**config.mk**
```make
export PLATFORM = sky130hd
export DESIGN_NAME = fft_axil_ctrl_regs
export DESIGN_NICKNAME = d
export VERILOG_FILES = /design/src/rtl/fft_axil_ctrl_regs.sv
export SDC_FILE = /design/constraint.sdc
export NUM_CORES = 1
export LEC_CHECK = 0
export CAP_MARGIN = 15
export CORE_MARGIN = 8
export CORE_UTILIZATION = 47
export CTS_BUF_LIST = sky130_fd_sc_hd__clkbuf_8
export DETAILED_ROUTE_END_ITERATION = 12
export GPL_TIMING_DRIVEN = 0
export HOLD_SLACK_MARGIN = 0.05
export MAX_ROUTING_LAYER = met4
export PLACE_DENSITY_LB_ADDON = 0.25
export RECOVER_POWER = 50
export SKIP_LAST_GASP = 1
export SYNTH_ARGS = -nofsm -noshare
export SYNTH_HDL_FRONTEND = slang
export SYNTH_SLANG_ARGS = --single-unit
```
**constraint.sdc**
```tcl
create_clock -name clk -period 2.3 [get_ports clk]
set_input_delay 0.46 -clock clk [delete_from_list [all_inputs] [get_ports clk]]
set_output_delay 0.46 -clock clk [all_outputs]
set_load 0.05 [all_outputs]
```
**src/rtl/fft_axil_ctrl_regs.sv**
```systemverilog
// rtl/fft_axil_ctrl_regs.sv - AXI4-Lite control/status register file for the FFT core
module fft_axil_ctrl_regs #(
  parameter int C_S_AXI_DATA_WIDTH = 32,
  parameter int C_S_AXI_ADDR_WIDTH = 9,
  parameter int FRAME_CNT_W        = 16
) (
  input  logic                            clk,
  input  logic                            rst_n,
  input  logic [C_S_AXI_ADDR_WIDTH-1:0]   S_AXI_AWADDR,
  input  logic                            S_AXI_AWVALID,
  output logic                            S_AXI_AWREADY,
  input  logic [C_S_AXI_DATA_WIDTH-1:0]   S_AXI_WDATA,
  input  logic [C_S_AXI_DATA_WIDTH/8-1:0] S_AXI_WSTRB,
  input  logic                            S_AXI_WVALID,
  output logic                            S_AXI_WREADY,
  output logic [1:0]                      S_AXI_BRESP,
  output logic                            S_AXI_BVALID,
  input  logic                            S_AXI_BREADY,
  input  logic [C_S_AXI_ADDR_WIDTH-1:0]   S_AXI_ARADDR,
  input  logic                            S_AXI_ARVALID,
  output logic                            S_AXI_ARREADY,
  output logic [C_S_AXI_DATA_WIDTH-1:0]   S_AXI_RDATA,
  output logic [1:0]                      S_AXI_RRESP,
  output logic                            S_AXI_RVALID,
  input  logic                            S_AXI_RREADY,
  output logic                            cfg_ifft,
  output logic [3:0]                      cfg_point,
  output logic [4:0]                      cfg_final_shift,
  output logic [17:0]                     cfg_scaling,
  output logic                            fft_start,
  output logic                            fft_stop,
  output logic                            fft_run,
  input  logic                            fft_done,
  input  logic                            fft_busy
);

  localparam int WI = C_S_AXI_ADDR_WIDTH - 2;
  localparam logic [WI-1:0] W_CONFIG  = WI'(0);
  localparam logic [WI-1:0] W_COMMAND = WI'(1);
  localparam logic [WI-1:0] W_STATUS  = WI'(2);

  typedef enum logic [1:0] {WR_IDLE, WR_ACCEPT, WR_RESP} wr_state_t;
  typedef enum logic [1:0] {RD_IDLE, RD_ACCEPT, RD_DATA} rd_state_t;

  wr_state_t wr_state, wr_next;
  rd_state_t rd_state, rd_next;

  logic [WI-1:0]          wr_addr;
  logic [WI-1:0]          rd_addr;
  logic [1:0]             cmd_reg;
  logic                   cmd_go;
  logic                   done_sticky;
  logic [FRAME_CNT_W-1:0] frame_cnt;
  logic [31:0]            rd_mux;
  logic                   wr_en;

  // Low address bits and strobes carry no information for full-word registers
  logic unused_bits;
  assign unused_bits = &{1'b0, S_AXI_WSTRB, S_AXI_AWADDR[1:0], S_AXI_ARADDR[1:0]};

  assign S_AXI_AWREADY = (wr_state == WR_ACCEPT);
  assign S_AXI_WREADY  = (wr_state == WR_ACCEPT);
  assign S_AXI_BVALID  = (wr_state == WR_RESP);
  assign S_AXI_BRESP   = 2'b00;
  assign S_AXI_ARREADY = (rd_state == RD_ACCEPT);
  assign S_AXI_RVALID  = (rd_state == RD_DATA);
  assign S_AXI_RRESP   = 2'b00;
  assign wr_en         = (wr_state == WR_ACCEPT);

  // Write channel state register
  always_ff @(posedge clk) begin
    if (!rst_n) wr_state <= WR_IDLE;
    else        wr_state <= wr_next;
  end

  // Write channel: accept address+data together, one ready cycle, then hold response
  always_comb begin
    wr_next = wr_state;
    case (wr_state)
      WR_IDLE:   if (S_AXI_AWVALID && S_AXI_WVALID) wr_next = WR_ACCEPT;
      WR_ACCEPT: wr_next = WR_RESP;
      WR_RESP:   if (S_AXI_BREADY) wr_next = WR_IDLE;
      default:   wr_next = WR_IDLE;
    endcase
  end

  // Write address is taken on the first edge; data arrives on the following edge
  always_ff @(posedge clk) begin
    if (!rst_n)
      wr_addr <= '0;
    else if (wr_state == WR_IDLE && S_AXI_AWVALID && S_AXI_WVALID)
      wr_addr <= S_AXI_AWADDR[C_S_AXI_ADDR_WIDTH-1:2];
  end

  // Register file, command execution one cycle after capture, frame accounting
  always_ff @(posedge clk) begin
    if (!rst_n) begin
      cfg_ifft        <= 1'b0;
      cfg_point       <= '0;
      cfg_final_shift <= '0;
      cfg_scaling     <= '0;
      cmd_reg         <= '0;
      cmd_go          <= 1'b0;
      fft_start       <= 1'b0;
      fft_stop        <= 1'b0;
      fft_run         <= 1'b0;
      done_sticky     <= 1'b0;
      frame_cnt       <= '0;
    end else begin
      cmd_go    <= 1'b0;
      fft_start <= 1'b0;
      fft_stop  <= 1'b0;

      if (wr_en) begin
        if (wr_addr == W_CONFIG && !fft_run) begin
          cfg_ifft        <= S_AXI_WDATA[31];
          cfg_point       <= S_AXI_WDATA[30:27];
          cfg_final_shift <= S_AXI_WDATA[26:22];
          cfg_scaling     <= S_AXI_WDATA[21:4];
        end
        if (wr_addr == W_COMMAND) begin
          cmd_reg <= S_AXI_WDATA[1:0];
          cmd_go  <= 1'b1;
        end
      end

      // Frame completion; an abort in the same cycle overrides below
      if (fft_done && fft_run) begin
        done_sticky <= 1'b1;
        if (frame_cnt != {FRAME_CNT_W{1'b1}})
          frame_cnt <= frame_cnt + FRAME_CNT_W'(1);
      end

      if (cmd_go) begin
        case (cmd_reg)
          2'd1: if (!fft_run) begin
            fft_start <= 1'b1;
            fft_run   <= 1'b1;
          end
          2'd2: if (fft_run) begin
            fft_stop <= 1'b1;
            fft_run  <= 1'b0;
          end
          2'd3: begin
            fft_stop    <= fft_run;
            fft_run     <= 1'b0;
            done_sticky <= 1'b0;
            frame_cnt   <= '0;
          end
          default: ;
        endcase
      end
    end
  end

  // Read channel state register
  always_ff @(posedge clk) begin
    if (!rst_n) rd_state <= RD_IDLE;
    else        rd_state <= rd_next;
  end

  // Read channel: one ready cycle, then data held until taken
  always_comb begin
    rd_next = rd_state;
    case (rd_state)
      RD_IDLE:   if (S_AXI_ARVALID) rd_next = RD_ACCEPT;
      RD_ACCEPT: rd_next = RD_DATA;
      RD_DATA:   if (S_AXI_RREADY) rd_next = RD_IDLE;
      default:   rd_next = RD_IDLE;
    endcase
  end

  // Read data selection from live register values (pre-update on a coincident done)
  always_comb begin
    rd_mux = '0;
    case (rd_addr)
      W_CONFIG:  rd_mux = {cfg_ifft, cfg_point, cfg_final_shift, cfg_scaling, 4'b0000};
      W_COMMAND: rd_mux[1:0] = cmd_reg;
      W_STATUS: begin
        rd_mux[31]               = fft_run;
        rd_mux[30]               = fft_busy;
        rd_mux[29]               = done_sticky;
        rd_mux[28]               = fft_run;
        rd_mux[FRAME_CNT_W-1:0]  = frame_cnt;
      end
      default:   rd_mux = '0;
    endcase
  end

  // Read address latch and registered read data
  always_ff @(posedge clk) begin
    if (!rst_n) begin
      rd_addr     <= '0;
      S_AXI_RDATA <= '0;
    end else begin
      if (rd_state == RD_IDLE && S_AXI_ARVALID)
        rd_addr <= S_AXI_ARADDR[C_S_AXI_ADDR_WIDTH-1:2];
      if (rd_state == RD_ACCEPT)
        S_AXI_RDATA <= C_S_AXI_DATA_WIDTH'(rd_mux);
    end
  end

endmodule

```
# ---- Yosys cells after proc, flatten, opt, wreduce, memory -nomap -nowiden
# Index checks and enable logic that the tools add are counted.
dict set report word_totals {
  elab_cells 75
  reg_bits 101
}
dict set report op_classes {
  n_eq_ne 15
  reduce_logical 21
  n_mux 22
  add_sub_neg 1
}
# op n
set op_table {}
lappend op_table {{$mux 16} 4}
lappend op_table {{$pmux 14 s2} 1}
lappend op_table {{$add 16x1->16 const B} 1}
lappend op_table {{$ne 16x16->1 const B} 1}
lappend op_table {{$eq 7x1->1 const B} 2}
lappend op_table {{$logic_not 7->1} 2}
lappend op_table {{$reduce_and 2->1} 7}
lappend op_table {{$mux 12} 1}
lappend op_table {{$pmux 2 s3} 2}
lappend op_table {{$eq 2x2->1 const B} 4}
lappend op_table {{$mux 2} 4}
lappend op_table {{$pmux 4 s2} 1}
lappend op_table {{$eq 7x2->1 const B} 1}
lappend op_table {{$eq 2x1->1 const B} 3}
lappend op_table {{$logic_and 1x1->1} 6}
lappend op_table {{$mux 1} 6}
lappend op_table {{$logic_not 2->1} 2}
lappend op_table {{$ne 2x1->1 const B} 2}
lappend op_table {{$ne 2x2->1 const B} 2}
lappend op_table {{$pmux 1 s2} 2}
lappend op_table {{$pmux 2 s2} 1}
lappend op_table {{$reduce_and 3->1} 1}
lappend op_table {{$reduce_bool 2->1} 1}
lappend op_table {{$reduce_or 2->1} 1}
lappend op_table {{$logic_not 1->1} 1}

# ---- Depth between registers and ports, before layout
# Gate-level depths: netlist of run 1.
dict set report depth {
  ltp_word 5
  mapped_depth 7
  mapped_depth_nobuf 5
}

# ---- Worst setup path before layout of run 1
# OpenSTA, ideal clock, no wires.
dict set report synth_timing {
  kind {reg-to-reg}
  start {register wr_state[0]}
  end {register cfg_scaling[8]}
  setup_time_ps 70
  period_less_slack_ps 2373
  stages_incl_launch_ff 7
  t_arrival_ps 2303
  path_slack_ps -73
  cell_sequence {dfxtp_1 > nor2b_1 > and4_1 > clkbuf_1 > buf_1 > nand2_1 > a21oi_1}
}
dict set report synth_via {
  elab_chain_cells 2
}
# element line_no
set synth_lines {}
lappend synth_lines {{start: declaration} 45} ;# wr_state_t wr_state, wr_next;
lappend synth_lines {{start signal: assignment} 73} ;# else wr_state <= wr_next;
lappend synth_lines {{$eq 2x1->1} --}
lappend synth_lines {{via S_AXI_AWREADY} 11} ;# output logic S_AXI_AWREADY,
lappend synth_lines {{$reduce_and 2->1 (no source line)} --}
lappend synth_lines {{end signal: assignment} 119} ;# cfg_scaling <= S_AXI_WDATA[21:4];
lappend synth_lines {{end: declaration} 29} ;# output logic [17:0] cfg_scaling,
# The timed path passes the listed nets, and every way through them passes these cells.
# A chain may end at the register's enable or synchronous reset.

# ---- Worst setup path in the final report of run 1
dict set report layout_timing {
  start {register rd_state[1]}
  end {output S_AXI_RVALID}
}
dict set report layout_via {
  elab_chain_cells 1
}
# element line_no
set layout_lines {}
lappend layout_lines {{start: declaration} 46} ;# rd_state_t rd_state, rd_next;
lappend layout_lines {{start signal: assignment} 159} ;# else rd_state <= rd_next;
lappend layout_lines {{$eq 2x2->1} 66} ;# assign S_AXI_RVALID = (rd_state == RD_DATA);
lappend layout_lines {{end: declaration} 24} ;# output logic S_AXI_RVALID,
# Every way passes these cells.

==> metrics.md, run 1 <==
| Metric | Value |
|---|---|
| Cell internal pwr | 2.38 mW |
| Met3 Track Usage GR | 6.62% |
| PD cells | 582 nW/um^2 |
| Data arrival, critical path | 1790 ps |
| Crit Path Class | flop to output pin |
| Final nets | 656 |
| Largest net degree at the start of global routing | 17 |
| Status | finished clean |
| NetSw | 888 uW |
| Antenna viol nets, final | 0 |
| CTS max path bufs | 2 |
| Global-route wire length before repair | 20100 um |
| Die ar. | 11800 sq um |
| Part of the power in the clock network | 31.7% |
| Die Span Y | 109 um |
| M2 GR Usage | 36.3% |
| Vias in the first global route | 3917 |
| Max Cap Violations | 0 |
| Routed wire length | 12700 um |
| Hpwl dp | 9410 um |
| Routability Congestion | 0.895 |
| Final setup fails | 0 |
| Min cycle time layout | 2250 ps |
| Top reg by flops | S_AXI_RDATA |
| Number of CTS-inserted buffers | 9 |
| Gate power share | 12.8% |
| Critical Path End Type | output pin |
| Fin crit share | 97.7% |
| Grt peak-use layer | met2 |
| Unique masters post-synth | 43 |
| Antenna Cells | 0 |
| Post-Route Utilization | 65.6% |
| Final Skew | 9.05 ps |
| Slew of the pin with the lowest slew margin | 689 ps |
| Initial antenna violation count | 0 |
| Clock root buffer | clkbuf_8 |
| GRT Util Overall | 22.2% |
| CTS sink count | 101 |
| Io pins | 135 |
| RSZ-0062 raised after global routing | false |
| H-Tree Depth | 3 |
| Max Clk Rate | 0.445 GHz |
| Drt pass-1 iters | 5 |
| Number of flip-flops under the largest register name | 32 |
| Fillers | 711 |
| Routed wire length per instance | 18.0 um |
| Die Wd | 109 um |
| Buffers on Ports | 120 |
| Residual DRC | 0 |
| Switching Fraction | 27.2% |
| CP startpoint kind | flop |
| # rows | 34 |
| Crit-path slowest cell | clkdlybuf4s50_1 |
| Syn. warnings | 0 |
| Design area | 5610 sq um |
| Post-synthesis async set-or-reset flop share | 0% |
| Number of synthesized flops with an enable pin | 0 |
| First DRT Iteration DRCs | 199 |
| Initial Util | 47.4% |
| Leakage | 2.14 nW |
| Register bit total from synthesis | 101 |
| Clock slew at reported path FFs | 90 ps |
| Remaining Overflow, GRT | 0 |
| Slew HR | 53.8% |
| Peak VDD IR | 0.375 mV |
| Pins Over Slew Limit | 0 |
| Met1 Use GR | 26.0% |
| Crit-path cells | nor2b_1, clkdlybuf4s50_1 |
| Critical path required time | 1840 ps |
| Clk_lat worst skew | 360 ps |
| Sequential share of power | 55.4% |
| Mean post-synth cell area | 8.84 sq um |
| Worst min path class | flop to flop |
| Dpl cell area | 5400 sq um |
| Largest regs | S_AXI_RDATA (32), cfg_scaling (18), frame_cnt (16) |
| Vias per cell | 5.54 |
| Synth Cell Area | 4050 sq um |
| Top FF cell, synth | dfxtp_1 |
| Fin. Hold Viols | 0 |
| Area growth from synthesis to final layout | 38.4% |
| Critical Path Max Stage Delay | 860 ps |
| Routed vias | 3904 |
| Core Region | 8550 sq um |
| Critical Path Fanout Max | 4 |
| Sequential-to-total area share from yosys stat | 49.9% |
| Post-synthesis cell count | 458 |
| Share of layout cells above drive strength 1 | 8.88% |
| CTS tree | built |
[metal layers]
| metal | vias to the layer above | wire, um | share of wire, % |
|---|---|---|---|
| li1 | 1881 | - | - |
| met1 | 1871 | 5090 | 40 |
| met2 | 132 | 6460 | 51 |
| met3 | 20 | 901 | 7.1 |
| met4 | 0 | 225 | 1.8 |
| met5 | - | 0 | 0 |
[worst max-delay path, delay by kind of cell, from the launching register on]
| kind | cells | cell delay (ps) |
|---|---|---|
| simple gates | 1 | 200 |
| flops | 1 | 370 |
| buf+inv | 1 | 860 |
[power groups by stage]
| stage | registers [mW] | clock network (mW) | logic, mW |
|---|---|---|---|
| finish | 1.81 | 1.04 | 0.419 |
| global route | 1.81 | 1.12 | 0.445 |
| CTS | 1.81 | 1.04 | 0.417 |
| detailed placement | 1.85 | 0 | 0.416 |
| global placement | 1.85 | 0 | 0.409 |
| floorplan | 1.89 | 0 | 0.178 |
[per-stage QoR]
| step | power (mW) | worst slack (ps) | setup TNS [ps] | hold WS, ps | cells |
|---|---|---|---|---|---|
| after floorplan | 2.07 | 58.4 | 0 | 435 | 461 |
| after global routing | 3.38 | 5.40 | 0 | 492 | 705 |
| after CTS | 3.26 | -104 | -114 | 475 | 703 |
| after detailed placement | 2.26 | -249 | -3010 | 456 | 689 |
| final | 3.26 | 53.9 | 0 | 472 | 705 |
| after global placement | 2.25 | -250 | -1630 | 452 | 689 |
[cell families after synthesis]
group,after synthesis,synth area share (%)
AO/OA/AOI/OAI,95,14.9
adder cells (fa/ha/maj),1,0.309
buffers and inverters,41,4.33
flip-flops,101,49.9
multiplexers,32,8.34
other,1,0.0926
AND/OR/NAND/NOR,187,22.2
[area by class of cell]
| type | count | area, sq um | share of cell area [%] |
|---|---|---|---|
| flip-flops and latches | 101 | 2020 | 36.1 |
| inverters | 7 | 26.3 | 0.469 |
| clock inverters | 6 | 40.0 | 0.714 |
| clock buffers | 10 | 138 | 2.45 |
| multi-input cells | 319 | 1900 | 33.9 |
| plain buffers | 32 | 146 | 2.61 |
| well taps | 108 | 135 | 2.41 |
| repair buffers | 122 | 1200 | 21.4 |
[worst paths after layout]
| check | from | to | slack [ps] | depth (start not counted) |
|---|---|---|---|---|
| max | rd_state[1] | S_AXI_RVALID | 50 | 2 |
| min | cfg_scaling[8] | cfg_scaling[8] | 470 | 2 |
| max reg2reg | fft_run | frame_cnt[11] | 140 | 5 |
| min reg2reg | cfg_scaling[8] | cfg_scaling[8] | 470 | 2 |
[repair_timing]
item                       CTS  global route
hold buffers                 0             0
pin swaps                    0             2
gates resized for setup      7            13
setup buffers                0             2
setup endpoints to repair   42            53
[placed cells by master (no fill, tap or decap), types with 6 or more instances in the layout]
| cell type | n |
|---|---|
| dfxtp_1 | 101 |
| clkdlybuf4s50_1 | 76 |
| nand2_1 | 68 |
| nor2_1 | 53 |
| a21oi_1 | 43 |
| dlygate4sd3_1 | 39 |
| a22oi_1 | 30 |
| clkbuf_1 | 19 |
| mux2i_1 | 18 |
| mux2_2 | 14 |
| or4_1 | 11 |
| clkbuf_8 | 10 |
| inv_1 | 9 |
| nand3_1 | 8 |
| o31ai_1 | 7 |
| buf_4 | 7 |
| nand4_1 | 6 |
[cells in the mapped netlist, drive strengths merged (7+ instances only)]
cell type / number / area [sq um]
dfxtp: 101 / 2020
nand2: 69 / 262
nor2: 53 / 199
a21oi: 43 / 215
a22oi: 30 / 225
clkbuf: 23 / 86.3
mux2i: 18 / 180
mux2: 14 / 158
buf: 11 / 62.6
or4: 11 / 82.6
nand3: 8 / 40.0
inv: 7 / 26.3
nor4: 7 / 43.8
o31ai: 7 / 52.6
Note: power is estimated with default switching activity, not from simulation.
==> run 2, diff against run 1 <==
--- a/config.mk
+++ b/config.mk
@@ -16,6 +16,7 @@
 export PLACE_DENSITY_LB_ADDON = 0.25
 export RECOVER_POWER = 50
 export SKIP_LAST_GASP = 1
+export SLEW_MARGIN = 20
 export SYNTH_ARGS = -nofsm -noshare
 export SYNTH_HDL_FRONTEND = slang
 export SYNTH_SLANG_ARGS = --single-unit
==> results of run 2 <==
Same layout as run 1: the final DEF is identical, and so are final timing and power.
